**src/rtl/imem_loader_if.sv**
```systemverilog
// Program-load stream between the boot source and the instruction memory.
// The master side drives words; the slave side (the loader) returns ready.
interface imem_loader_if;
    logic        load_valid;
    logic        load_ready;
    logic [31:0] load_data;
    logic        load_last;

    modport master (
        output load_valid,
        output load_data,
        output load_last,
        input  load_ready
    );

    modport slave (
        input  load_valid,
        input  load_data,
        input  load_last,
        output load_ready
    );
endinterface

```
**src/rtl/imem_loader.sv**
```systemverilog
// Writable instruction memory: streams a program in after reset, holds the CPU
// in reset while loading, then serves combinational fetches (unloaded = NOP).
module imem_loader #(
    parameter int          DEPTH    = 32,
    parameter logic [31:0] NOP_WORD = 32'h0000_0013
) (
    input  logic                     clk,
    input  logic                     reset,
    imem_loader_if.slave             load_bus,
    input  logic                     reload,
    input  logic [31:0]              pc,
    output logic [31:0]              instruction,
    output logic                     cpu_reset,
    output logic                     load_done,
    output logic [$clog2(DEPTH):0]   words_loaded
);
    localparam int ADDR_W = $clog2(DEPTH);

    typedef enum logic {
        ST_LOAD = 1'b0,
        ST_DONE = 1'b1
    } state_t;

    state_t                r_state;
    logic [ADDR_W-1:0]     r_wr_ptr;
    logic [ADDR_W:0]       r_words_loaded;
    logic [DEPTH-1:0]      r_loaded;
    logic                  r_cpu_reset;
    logic                  r_load_done;
    logic [31:0]           r_rom [0:DEPTH-1];

    logic                  w_load_ready;
    logic                  w_accept;
    logic                  w_final_word;
    logic [ADDR_W-1:0]     w_idx;
    logic                  w_unused_pc;

    // Ready is a pure state decode so the source sees no path from its own valid.
    assign w_load_ready = (r_state == ST_LOAD);
    assign w_accept     = load_bus.load_valid && w_load_ready;
    assign w_final_word = load_bus.load_last || (r_wr_ptr == ADDR_W'(DEPTH - 1));

    // NOTE: sequential state uses non-blocking assignments so every register
    // samples pre-edge values; blocking here would create order-dependent races.
    always_ff @(posedge clk or posedge reset) begin
        if (reset) begin
            r_state        <= ST_LOAD;
            r_wr_ptr       <= '0;
            r_words_loaded <= '0;
            r_loaded       <= '0;
            r_cpu_reset    <= 1'b1;
            r_load_done    <= 1'b0;
        end else begin
            case (r_state)
                ST_LOAD: begin
                    if (w_accept) begin
                        r_loaded[r_wr_ptr] <= 1'b1;
                        r_wr_ptr           <= r_wr_ptr + 1'b1;
                        if (r_words_loaded != (ADDR_W+1)'(DEPTH))
                            r_words_loaded <= r_words_loaded + 1'b1;
                        if (w_final_word) begin
                            r_state     <= ST_DONE;
                            r_cpu_reset <= 1'b0;
                            r_load_done <= 1'b1;
                        end
                    end
                end
                ST_DONE: begin
                    // Old rom contents stay; clearing the bitmap masks them.
                    if (reload) begin
                        r_state        <= ST_LOAD;
                        r_wr_ptr       <= '0;
                        r_words_loaded <= '0;
                        r_loaded       <= '0;
                        r_cpu_reset    <= 1'b1;
                        r_load_done    <= 1'b0;
                    end
                end
                default: begin
                    r_state <= ST_LOAD;
                end
            endcase
        end
    end

    // NOTE: the storage array has no reset; validity comes from r_loaded, which
    // keeps the array a plain RAM instead of DEPTH*32 resettable flops.
    always_ff @(posedge clk) begin
        if (w_accept)
            r_rom[r_wr_ptr] <= load_bus.load_data;
    end

    assign w_idx       = pc[ADDR_W+1:2];
    assign instruction = r_loaded[w_idx] ? r_rom[w_idx] : NOP_WORD;
    assign w_unused_pc = &{1'b0, pc[1:0], pc[31:ADDR_W+2]};

    assign load_bus.load_ready = w_load_ready;
    assign cpu_reset           = r_cpu_reset;
    assign load_done           = r_load_done;
    assign words_loaded        = r_words_loaded;
endmodule
```
**src/flat_wrapper.sv**
```systemverilog
// flat-port wrapper written by rule: the top's interface ports become plain ports
module imem_loader_flat 
#(
    parameter int          DEPTH    = 32,
    parameter logic [31:0] NOP_WORD = 32'h0000_0013
)
  (clk, reset, reload, pc, instruction, cpu_reset, load_done, words_loaded, load_bus_load_valid, load_bus_load_data, load_bus_load_last, load_bus_load_ready);
  imem_loader_if load_bus_i ();
  input  logic clk;
  input  logic reset;
  input  logic reload;
  input  logic [31:0] pc;
  output logic [31:0] instruction;
  output logic cpu_reset;
  output logic load_done;
  output logic [$clog2(DEPTH):0] words_loaded;
  input wire logic [$bits(load_bus_i.load_valid)-1:0] load_bus_load_valid;
  input wire logic [$bits(load_bus_i.load_data)-1:0] load_bus_load_data;
  input wire logic [$bits(load_bus_i.load_last)-1:0] load_bus_load_last;
  output wire logic [$bits(load_bus_i.load_ready)-1:0] load_bus_load_ready;
  assign load_bus_i.load_valid = load_bus_load_valid;
  assign load_bus_i.load_data = load_bus_load_data;
  assign load_bus_i.load_last = load_bus_load_last;
  assign load_bus_load_ready = load_bus_i.load_ready;
  imem_loader #(.DEPTH(DEPTH), .NOP_WORD(NOP_WORD)) u_core (.clk(clk), .reset(reset), .load_bus(load_bus_i), .reload(reload), .pc(pc), .instruction(instruction), .cpu_reset(cpu_reset), .load_done(load_done), .words_loaded(words_loaded));
endmodule
```
**config.mk**
```make
export PLATFORM = sky130hd
export DESIGN_NAME = imem_loader_flat
export DESIGN_NICKNAME = d
export VERILOG_FILES = /design/src/rtl/imem_loader_if.sv /design/src/rtl/imem_loader.sv /design/src/flat_wrapper.sv
export SDC_FILE = /design/constraint.sdc
export NUM_CORES = 1
export LEC_CHECK = 0
export ABC_AREA = 1
export CORE_UTILIZATION = 30
export CTS_CLUSTER_SIZE = 25
export DETAILED_ROUTE_END_ITERATION = 10
export HOLD_SLACK_MARGIN = 0.08
export PLACE_DENSITY_LB_ADDON = 0.15
export SYNTH_ARGS = -nofsm -noshare
export SYNTH_HDL_FRONTEND = slang
export SYNTH_SLANG_ARGS = --single-unit
```
**constraint.sdc**
```tcl
create_clock -name clk -period 3.5 [get_ports clk]
set_input_delay 0.525 -clock clk [delete_from_list [all_inputs] [get_ports clk]]
set_output_delay 0.525 -clock clk [all_outputs]
set_load 0.02 [all_outputs]
```
==> results.py <==
metrics = {
    "yosys": {
        "yosysSeqAreaShare": 0.706,
        "synthFlopType": "edfxtp_1",
        "async_flop_share": 0.0430,
        "syn_nets": 4279,
        "avgSynthCellArea_sq_um": 10.7,
        "yosysTopAreaCell": "edfxtp_1",
        "netlist_area_sq_mm": 0.0452,
        "ys_types": 26,
        "yosys.cell_count.top_type": "nand2_1",
        "synth.top_cell.area_share": 0.681,
        "ys_top_cells_by_count": "1538 x nand2_1, 1024 x edfxtp_1, 630 x nand3_1",
        "ys_warn_count": 0,
        "synth_cells": 4203,
        "synth_area_leaders": "edfxtp_1 68%, nand2_1 13%, nand3_1 7.0%, inv_1 2.7%, dfrtp_1 2.5%",
        "synth_edf_count": 1024,
        "ys_ff_latch": 1070,
    },
    "place": {
        "routabilityCongestion": 0.747,
        "io_buffer_count": 82,
        "place_inst": 6252,
        "dp_hpwl_um": 79400,
    },
    "sta": {
        "fin_crit_ns": 3.29,
        "rsz0062_at_grt": "false",
        "finalClockSkew_ns": 0.0264,
        "finalMaxSlewViolations": 0,
        "finalHoldViolCount": 0,
        "fin_crit_sh": 0.940,
        "timing.fmax_mhz": 304,
        "tns_ns": 0,
        "timing.slew.headroom": 0.243,
        "final-setup-viol-count": 0,
        "tightest_slew_ns": 1.13,
    },
    "critical_path": {
        "r2r-start": "u_core.r_wr_ptr[2]",
        "rrSetupSlack_ns": 1.09,
        "required_ns": 2.97,
        "endpoint_kind": "primary output",
        "path_max_fanout": 29,
        "arrival_ns": 2.76,
        "crit_path_start_kind": "register",
        "crit_start": "u_core.r_loaded[25]",
        "reg2reg_to": "u_core.r_rom[11][12]",
        "ff2ff_path_depth": 4,
        "worst-setup-path-type": "register to primary output",
    },
    "cells_and_area": {
        "multiInputGateArea_sq_mm": 0.0109,
        "synthToLayoutAreaGrowth_pct": 18.0,
        "drive_gt1_frac": 0.0892,
        "register_area_sq_mm": 0.0319,
        "final_cells": 6469,
        "n_fill_cell": 14900,
        "finalNetCount": 4435,
    },
    "detailed_routing": {
        "drc": 0,
        "drt_pass1_iterations": 5,
        "drt-vias-per-instance": 4.64,
        "vias": 30000,
        "wl_per_cell_um": 22.9,
        "routed_wirelength_um": 148000,
        "drt_iter0_drc": 2469,
        "ant_nets": 0,
    },
    "global_route": {
        "grt_usage": 0.194,
        "antenna_found_initial": 16,
        "grt_max_degree": 72,
        "grt_pass1_vias": 28600,
        "overflow": 0,
        "grt_pass1_wl_um": 211000,
    },
    "cts": {
        "tritoncts": "built",
        "cts.htree.levels": 3,
        "root_buffer": "clkbuf_16",
        "clk_latency_ns": 0.72,
        "ctsHoldBuffers": 0,
        "clk_pin_slew_ns": 0.06,
        "cts.sinks": 1070,
        "cts_buffer_depth": 3,
        "cts_buffers": 121,
    },
    "floorplanning": {
        "initial_core_util": 0.302,
        "fp.dieW_um": 390,
        "num_rows": 142,
        "die_h_um": 390,
        "core_area_sq_mm": 0.150,
        "die_area_sq_mm": 0.152,
        "ioPinCount": 110,
    },
    "job": {
        "cap_violations": 0,
    },
    "pwr": {
        "peakVddDrop_uv": 386,
        "power.leakage_nw": 20.8,
        "powerDensity_mw_per_mm2": 559,
        "fin_total_pwr_w": 0.0298,
    },
    "hold_path": {
        "hold_path_class": "primary input to async pin",
    },
    "outcome": {
        "status": "finished clean",
    },
}
cell type report:
type                       count  share of cell area
inverter                     330              0.0238
clock inverter                56             0.00789
clock buffer                 158              0.0616
tap                         2016              0.0473
sequential                  1070               0.599
antenna                        3            0.000141
multi-input combinational   2568               0.205
timing repair buffer         268              0.0556
power breakdown:
part / leakage (nW) / internal, W / switching, W
clock: 1.81 / 0.00690 / 0.00514
sequential: 9.83 / 0.0146 / 0.000164
combinational: 9.13 / 0.000855 / 0.00216
total: 20.8 / 0.0223 / 0.00746
registers in the layout, indices dropped and copies added, names as in the netlist:
register,flops
u_core.cpu_reset,1
u_core.load_done,1
u_core.r_loaded,32
u_core.r_rom,1024
u_core.r_state,1
u_core.r_wr_ptr,5
u_core.words_loaded,6
worst max path at each step:
| stage | to | depth (start not counted) | slack (ns) |
|---|---|---|---|
| floorplan | u_core.r_rom[0][0] | 6 | 0.53 |
| global placement | instruction[22] | 12 | 0.22 |
| detailed placement | instruction[22] | 12 | 0.21 |
| CTS | instruction[5] | 11 | 0.08 |
| global route | instruction[3] | 11 | 0.007 |
| finish | instruction[6] | 10 | 0.21 |
cells by family after synthesis:
kind of cell	share of synthesized area
AOI/OAI and AO/OA	0.0143
xor gates and xnor gates	0.000388
and+or+nand+nor	0.220
DFF	0.706
adders and majority gates	0.00194
buffers and inverters	0.0571
critical path: stages, from the launching register on:
cell	delay (ns)
dfrtp_1	0.36
nand2_1	0.06
nand3_1	0.09
nand3_1	0.07
nand2_1	0.10
nand2_1	0.07
nand3_1	0.11
nand2_2	0.07
buf_12	0.17
nor2_1	0.26
clkdlybuf4s50_1	0.66
routing by layer:
layer | routed length, um | track usage | vias to the layer above | part of all wire
li1 | - | - | 14400 | -
met1 | 66600 | 0.264 | 14800 | 0.45
met2 | 71300 | 0.323 | 665 | 0.48
met3 | 6970 | 0.0265 | 180 | 0.047
met4 | 3330 | 0.0516 | 2 | 0.022
met5 | 13 | 0 | - | 0.000088
per-stage QoR:
stage | hold slack (ns) | util | worst slack, ns | area, sq um
after floorplan | 0.453 | - | 0.527 | 45200
after global placement | 0.456 | 0.331 | 0.218 | 49600
after detailed placement | 0.461 | 0.331 | 0.206 | 49600
after CTS | 0.285 | 0.356 | 0.0773 | 53300
after global routing | 0.355 | 0.356 | 0.00685 | 53300
final | 0.282 | 0.356 | 0.210 | 53300
what timing repair did:
| action | 4_1_cts | 5_1_grt |
|---|---|---|
| endpoints found under the setup margin | 0 | 1 |
| gates resized for setup | 0 | 1 |
| buffers inserted | 0 | 0 |
placed cells by master, fill, tap and decap left out, drive strengths merged:
cell type and n:
clkdlybuf4s50 66, clkinvlp 1, xor2 2, a21oi 5
nor3 2, dlymetal6s2s 1, nor3b 1, nand4 3
nor2 258, dfrtp 45, buf 201, edfxtp 1024
clkbuf 158, o31ai 1, diode 3, a31oi 7
dfstp 1, clkinv 48, nand2 1538, o21ai 114
bufinv 5, ha 7, nand3 630, inv 332
(Power assumes the default switching activity.)
